**config.mk**
```make
export PLATFORM = sky130hd
export DESIGN_NAME = serial_byte_deserializer
export DESIGN_NICKNAME = d
export VERILOG_FILES = /design/src/rtl/serial_byte_deserializer.sv
export SDC_FILE = /design/constraint.sdc
export NUM_CORES = 1
export LEC_CHECK = 0
export ABC_AREA = 1
export CAP_MARGIN = 20
export CORE_MARGIN = 5
export CORE_UTILIZATION = 31
export DETAILED_ROUTE_END_ITERATION = 10
export GPL_TIMING_DRIVEN = 0
export PLACE_DENSITY = 0.63
export SLEW_MARGIN = 20
export SYNTH_ARGS = -nofsm -noshare
export SYNTH_HDL_FRONTEND = slang
export SYNTH_SLANG_ARGS = --single-unit
```
**constraint.sdc**
```tcl
create_clock -name clk -period 1.4 [get_ports clk]
set_input_delay 0.28 -clock clk [delete_from_list [all_inputs] [get_ports clk]]
set_output_delay 0.28 -clock clk [all_outputs]
set_load 0.01 [all_outputs]
```
**src/rtl/serial_byte_deserializer.sv**
```systemverilog
// Receive side of the bidirectional shift-register serial link: gathers WIDTH
// serial bits in either shift order and hands each word out over valid/ready.
module serial_byte_deserializer #(
  parameter int WIDTH = 8
) (
  input  logic                     clk,
  input  logic                     reset,
  input  logic                     clear,
  input  logic                     left_right_shift,
  input  logic                     bit_valid,
  input  logic                     serial_in,
  output logic [WIDTH-1:0]         data_out,
  output logic                     data_valid,
  input  logic                     data_ready,
  output logic                     overrun,
  output logic [$clog2(WIDTH)-1:0] bit_count
);

  localparam int CW = $clog2(WIDTH);
  localparam logic [CW-1:0] LAST = CW'(WIDTH - 1);

  typedef enum logic {
    IDLE,
    RECV
  } state_e;

  state_e           state_q, state_d;
  logic [WIDTH-1:0] shreg_q, shreg_d;
  logic [CW-1:0]    count_q, count_d;
  logic             dir_q, dir_d;
  logic [WIDTH-1:0] data_out_q, data_out_d;
  logic             data_valid_q, data_valid_d;
  logic             overrun_q, overrun_d;

  logic             dir_eff;
  logic [WIDTH-1:0] shifted;
  logic             complete;
  logic             slot_free;

  // The shift order is latched on the first bit of a word; later changes are ignored.
  always_comb begin
    dir_eff   = (state_q == IDLE) ? left_right_shift : dir_q;
    shifted   = dir_eff ? {serial_in, shreg_q[WIDTH-1:1]}
                        : {shreg_q[WIDTH-2:0], serial_in};
    complete  = bit_valid && (count_q == LAST);
    slot_free = !data_valid_q || data_ready;
  end

  always_comb begin
    state_d      = state_q;
    shreg_d      = shreg_q;
    count_d      = count_q;
    dir_d        = dir_q;
    data_out_d   = data_out_q;
    data_valid_d = data_valid_q;
    overrun_d    = overrun_q;

    if (data_valid_q && data_ready) begin
      data_valid_d = 1'b0;
    end

    if (clear) begin
      state_d   = IDLE;
      shreg_d   = '0;
      count_d   = '0;
      overrun_d = 1'b0;
    end else if (bit_valid) begin
      dir_d = dir_eff;
      if (complete) begin
        state_d = IDLE;
        shreg_d = '0;
        count_d = '0;
        // A finished word that finds the slot occupied is dropped, keeping the older word.
        if (slot_free) begin
          data_out_d   = shifted;
          data_valid_d = 1'b1;
        end else begin
          overrun_d = 1'b1;
        end
      end else begin
        state_d = RECV;
        shreg_d = shifted;
        count_d = count_q + 1'b1;
      end
    end
  end

  always_ff @(posedge clk or negedge reset) begin
    if (!reset) begin
      state_q      <= IDLE;
      shreg_q      <= '0;
      count_q      <= '0;
      dir_q        <= 1'b0;
      data_out_q   <= '0;
      data_valid_q <= 1'b0;
      overrun_q    <= 1'b0;
    end else begin
      state_q      <= state_d;
      shreg_q      <= shreg_d;
      count_q      <= count_d;
      dir_q        <= dir_d;
      data_out_q   <= data_out_d;
      data_valid_q <= data_valid_d;
      overrun_q    <= overrun_d;
    end
  end

  assign data_out   = data_out_q;
  assign data_valid = data_valid_q;
  assign overrun    = overrun_q;
  assign bit_count  = count_q;

endmodule

```
# Word level (Yosys, flattened, before mapping)
# Cells that the tools add are included.
[word_totals]
ff_bits = 23
inputBits = 7
out_inout_bits = 13
elab_cells = 40
[classes]
add_sub_neg = 1
n_eq_ne = 2
n_mux = 20
n_bitwise = 1
reduce_logical = 9
[ops]
columns = ["cell", "count"]
rows = [
  ["8-bit 2-to-1 mux", 4],
  ["1-bit 2-to-1 mux", 13],
  ["3-bit 2-to-1 mux", 3],
  ["4-bit AND reduction", 1],
  ["2-bit nonzero test", 2],
  ["3-bit by 1-bit adder with 3-bit output (second input constant)", 1],
  ["3-bit equality test (second input constant)", 1],
  ["3-bit AND reduction", 1],
  ["1-bit logical AND", 2],
  ["2-bit != test (second input constant)", 1],
  ["2-bit AND reduction", 1],
  ["1-bit zero test", 1],
  ["1-bit logical OR", 1],
  ["1-bit inverter", 1],
]

# Longest topological paths before layout
[logic_depth]
depth_word = 6
mapped_depth = 7
ltp_nobuf = 7

# Worst setup path before layout
# No wires, ideal clock.
[synth_path]
path_type = "reg-to-reg"
start = "register count_q[0], in the netlist bit_count[0]"
end = "register data_out_q[0], in the netlist data_out[0]"
setup_time_ps = 118
arrival_time_ps = 1253
t_required_ps = 1282
path_slack_ps = 29
stages_incl_launch_ff = 8
path_buffers = 0
period_less_slack_ps = 1371
cell_sequence = "dfrtp_1 ha_1 ha_1 nand3_4 nor2_8 inv_4 nand2_1 nand2_1"
[synth_via]
elab_chain_cells = 3
[synth_lines]
columns = ["item", "line_no", "rtl"]
rows = [
  ["start: declaration", "29", "logic [CW-1:0] count_q, count_d;"],
  ["start signal: assignment", "100", "count_q <= count_d;"],
  ["3-bit equality test", "45", "complete = bit_valid && (count_q == LAST);"],
  ["1-bit logical AND", "45", ""],
  ["4-bit AND reduction (no source line)", "n/a", ""],
  ["end signal: assignment", "102", "data_out_q <= data_out_d;"],
  ["end: declaration", "31", "logic [WIDTH-1:0] data_out_q, data_out_d;"],
]
# No other way between the ends.
# A chain may end at the register's enable or synchronous reset.

# Final worst setup path
[layout_path]
start = "register count_q[1], in the netlist bit_count[1]"
end = "output bit_count[1]"
[layout_lines]
columns = ["item", "line_no", "rtl"]
rows = [
  ["end: declaration", "16", "output logic [$clog2(WIDTH)-1:0] bit_count"],
]
# No word-level cell between the ends.

==> flow_metrics.py <==
metrics = {
    "pwr": {
        "total_leakage_power_nw": 0.8290,
        "ir_drop_v": 0.0002445,
        "powerDensity_nw_per_um2": 834.1,
        "total_power_mw": 1.204,
    },
    "worst_setup_path": {
        "path_cells": "buf_4 -> clkdlybuf4s15_1",
        "r2r_setup_slack_ns": 0.07,
        "cp_num_cells": 2,
        "worstSetupPathType": "reg -> out",
        "reg2reg_depth": 7,
        "max_stage_delay_ns": 0.42,
        "worst-path-buf-inv": 2,
        "cpLargestDelayFamily": "flip-flops",
        "reg2reg_from": "bit_count[0]",
        "endpoint_kind": "output port",
        "crit_path_start_kind": "flop",
        "crit_path_end": "bit_count[1]",
        "timing.rr.end": "data_out[4]",
        "required_ns": 1.12,
        "slowest_stage": "dfrtp_1",
        "crit_path_max_fanout": 3,
        "critical_path_arrival_ns": 1.09,
        "crit_start": "bit_count[1]",
    },
    "timing": {
        "final-hold-violation-count": 0,
        "rsz0062_at_grt": "yes",
        "skew_ns": 0.002022,
        "post-route-period-util_pct": 97.77,
        "worst_slew_pin_slew_ns": 0.4911,
        "post-route-min-period_ns": 1.369,
        "finalSetupViolations": 0,
        "maxSlewViolCount": 0,
        "fmax_ghz": 0.7306,
        "slew_headroom_pct": 67.26,
    },
    "routing": {
        "detail-route-antenna-nets": 0,
        "drc": 0,
        "vias_per_cell": 4.294,
        "drt-pass1-iter-count": 4,
        "drt-initial-drc-count": 21,
        "routedWlPerCell_um": 10.27,
        "routed_wl_um": 2166,
        "vias": 906,
    },
    "clock_network": {
        "path_clk_slew_ns": 0.12,
        "cts.sinks": 23,
        "cts-root-buf": "clkbuf_4",
        "htreeDepth": 1,
        "max-clock-path-buffers": 2,
        "clock_latency_ns": 0.31,
        "numCtsBuffers": 3,
        "cts_tree": "built",
    },
    "synthesis": {
        "synthCells": 134,
        "synth_edf_count": 0,
        "yosysTopAreaCellShare_pct": 52.04,
        "yosysMostFrequentCell": "nand2_1",
        "synth_common_cells": "46 x nand2_1, 33 x nand3_1, 23 x dfrtp_1, 17 x inv_1, 3 x o21ai_0",
        "synth_area_leaders": "dfrtp_1 52%, nand2_1 16%, nand3_1 15%",
        "ys_seq_elements": 23,
        "synth_ff_type": "dfrtp_1",
        "yosys_warnings": 0,
        "seq_area_frac_synth_pct": 52.04,
        "syn_area_um2": 1106,
        "synth_nets": 143,
        "ys_types": 14,
        "async_flop_share_pct": 100.0,
        "yosysTopAreaCell": "dfrtp_1",
        "avgSynthCellArea_um2": 8.254,
    },
    "finish": {
        "area_growth_pct": 30.54,
        "antenna-diode-count": 0,
        "nets": 175,
        "layout.cells.non_filler": 211,
        "final_layout_size_suffix_gt1_share_pct": 15.76,
    },
    "place": {
        "portBuffers": 19,
        "gp_congestion": 0.7526,
        "place_inst": 199,
        "dp_hpwl_um": 1603,
    },
    "floorplan": {
        "io_pins": 20,
        "die_x_um": 69.73,
        "core.rowCount": 21,
        "fp.dieH_um": 69.73,
        "die-area_um2": 4862,
        "core_area_um2": 3390,
        "initial_core_util_pct": 32.63,
    },
    "global_routing": {
        "antenna_found_initial": 0,
        "grt.busiest_layer": "met2",
        "grt_pass1_vias": 809,
        "grtUsageMet3_pct": 0.7246,
        "met2_usage_pct": 15.78,
        "overflow": 0,
        "grt_max_degree": 24,
        "grt_pass1_wl_um": 3532,
        "grtUsageTotal_pct": 8.784,
        "use_met1_pct": 9.830,
    },
    "flow_run": {
        "drv_cap": 0,
    },
    "min_path": {
        "hold_class": "in -> async",
    },
    "run_status": {
        "status": "finished clean",
    },
}
[how the worst min path moves through the flow]
stage	start	cells after the start	slack [ns]	endpoint
2_1_floorplan	reset	0	-0.02	bit_count[0]
3_3_place_gp	data_out[7]	2	0.46	data_out[7]
3_5_place_dp	data_out[3]	2	0.47	data_out[3]
4_1_cts	data_out[3]	2	0.49	data_out[3]
5_1_grt	reset	2	0.51	data_out[0]
6_report	reset	2	0.44	data_out[0]
[repair_timing]
item / CTS / global route
buffers inserted: 2 / 4
setup endpoints to repair: 25 / 9
pin swaps: 0 / 2
cloned: 0 / 1
endpoints found under the hold margin: 0 / 23
hold buffers: 0 / 1
gates resized for setup: 14 / 6
[area by class of cell]
class                           instances  area (um^2)
Fill cell                             334         1946
Sequential cell                        23        575.6
Multi-Input combinational cell         91        476.7
Timing Repair Buffer                   26        224.0
Inverter                               20        77.57
Tap cell                               46        57.56
Clock buffer                            3        22.52
Clock inverter                          1        5.005
Buffer                                  1        5.005
[state kept, by name, summed over array words and instances (netlist names)]
register and cells:
dir_q 1, state_q 1, overrun 1, data_valid 1
data_out 8, shreg_q 8, bit_count 3
[power by group]
part	leakage (nW)	switching, mW	total (mW)	internal, mW
Combinational	0.498	0.117	0.195	0.0773
Sequential	0.314	0.0166	0.708	0.692
Clock	0.0177	0.195	0.302	0.107
[layer usage]
| layer | share of wire (%) | vias to the layer above |
|---|---|---|
| li1 | - | 493 |
| met1 | 45 | 388 |
| met2 | 49 | 20 |
| met5 | 0 | - |
| met4 | 2.9 | 0 |
| met3 | 3.4 | 5 |
[placed cells by master (no fill, tap or decap), drive strengths merged]
cell,instances
dlygate4sd2,11
nand3,34
nand2,48
buf,9
nor2,3
clkdlybuf4s50,5
o21ai,4
ha,2
inv,20
clkinv,1
dlygate4sd3,1
clkbuf,3
clkdlybuf4s15,1
dfrtp,23
[metrics by stage]
step | utilization (%) | hold slack [ns] | area [um^2] | setup slack, ns | TNS (ns)
after floorplan | - | -0.01559 | 1106 | 0.02911 | 0
after global placement | 39.94 | 0.4646 | 1354 | -0.09105 | -2.483
after detailed placement | 39.94 | 0.4671 | 1354 | -0.1293 | -3.684
after CTS | 40.79 | 0.4946 | 1383 | 0.03197 | 0
after global routing | 42.60 | 0.5055 | 1444 | -0.02959 | -0.1180
final | 42.60 | 0.4447 | 1444 | 0.03127 | 0
[logic make-up (layout without fill, tap and decap cells)]
kind of cell,after synthesis,count (layout),share of synthesized area (%)
simple gates,84,85,36.09
fa+ha+maj,2,2,2.262
flops,23,23,52.04
buf+inv,21,51,7.466
compound gates,4,4,2.149
No activity file was read; power rests on OpenSTA's default activity.
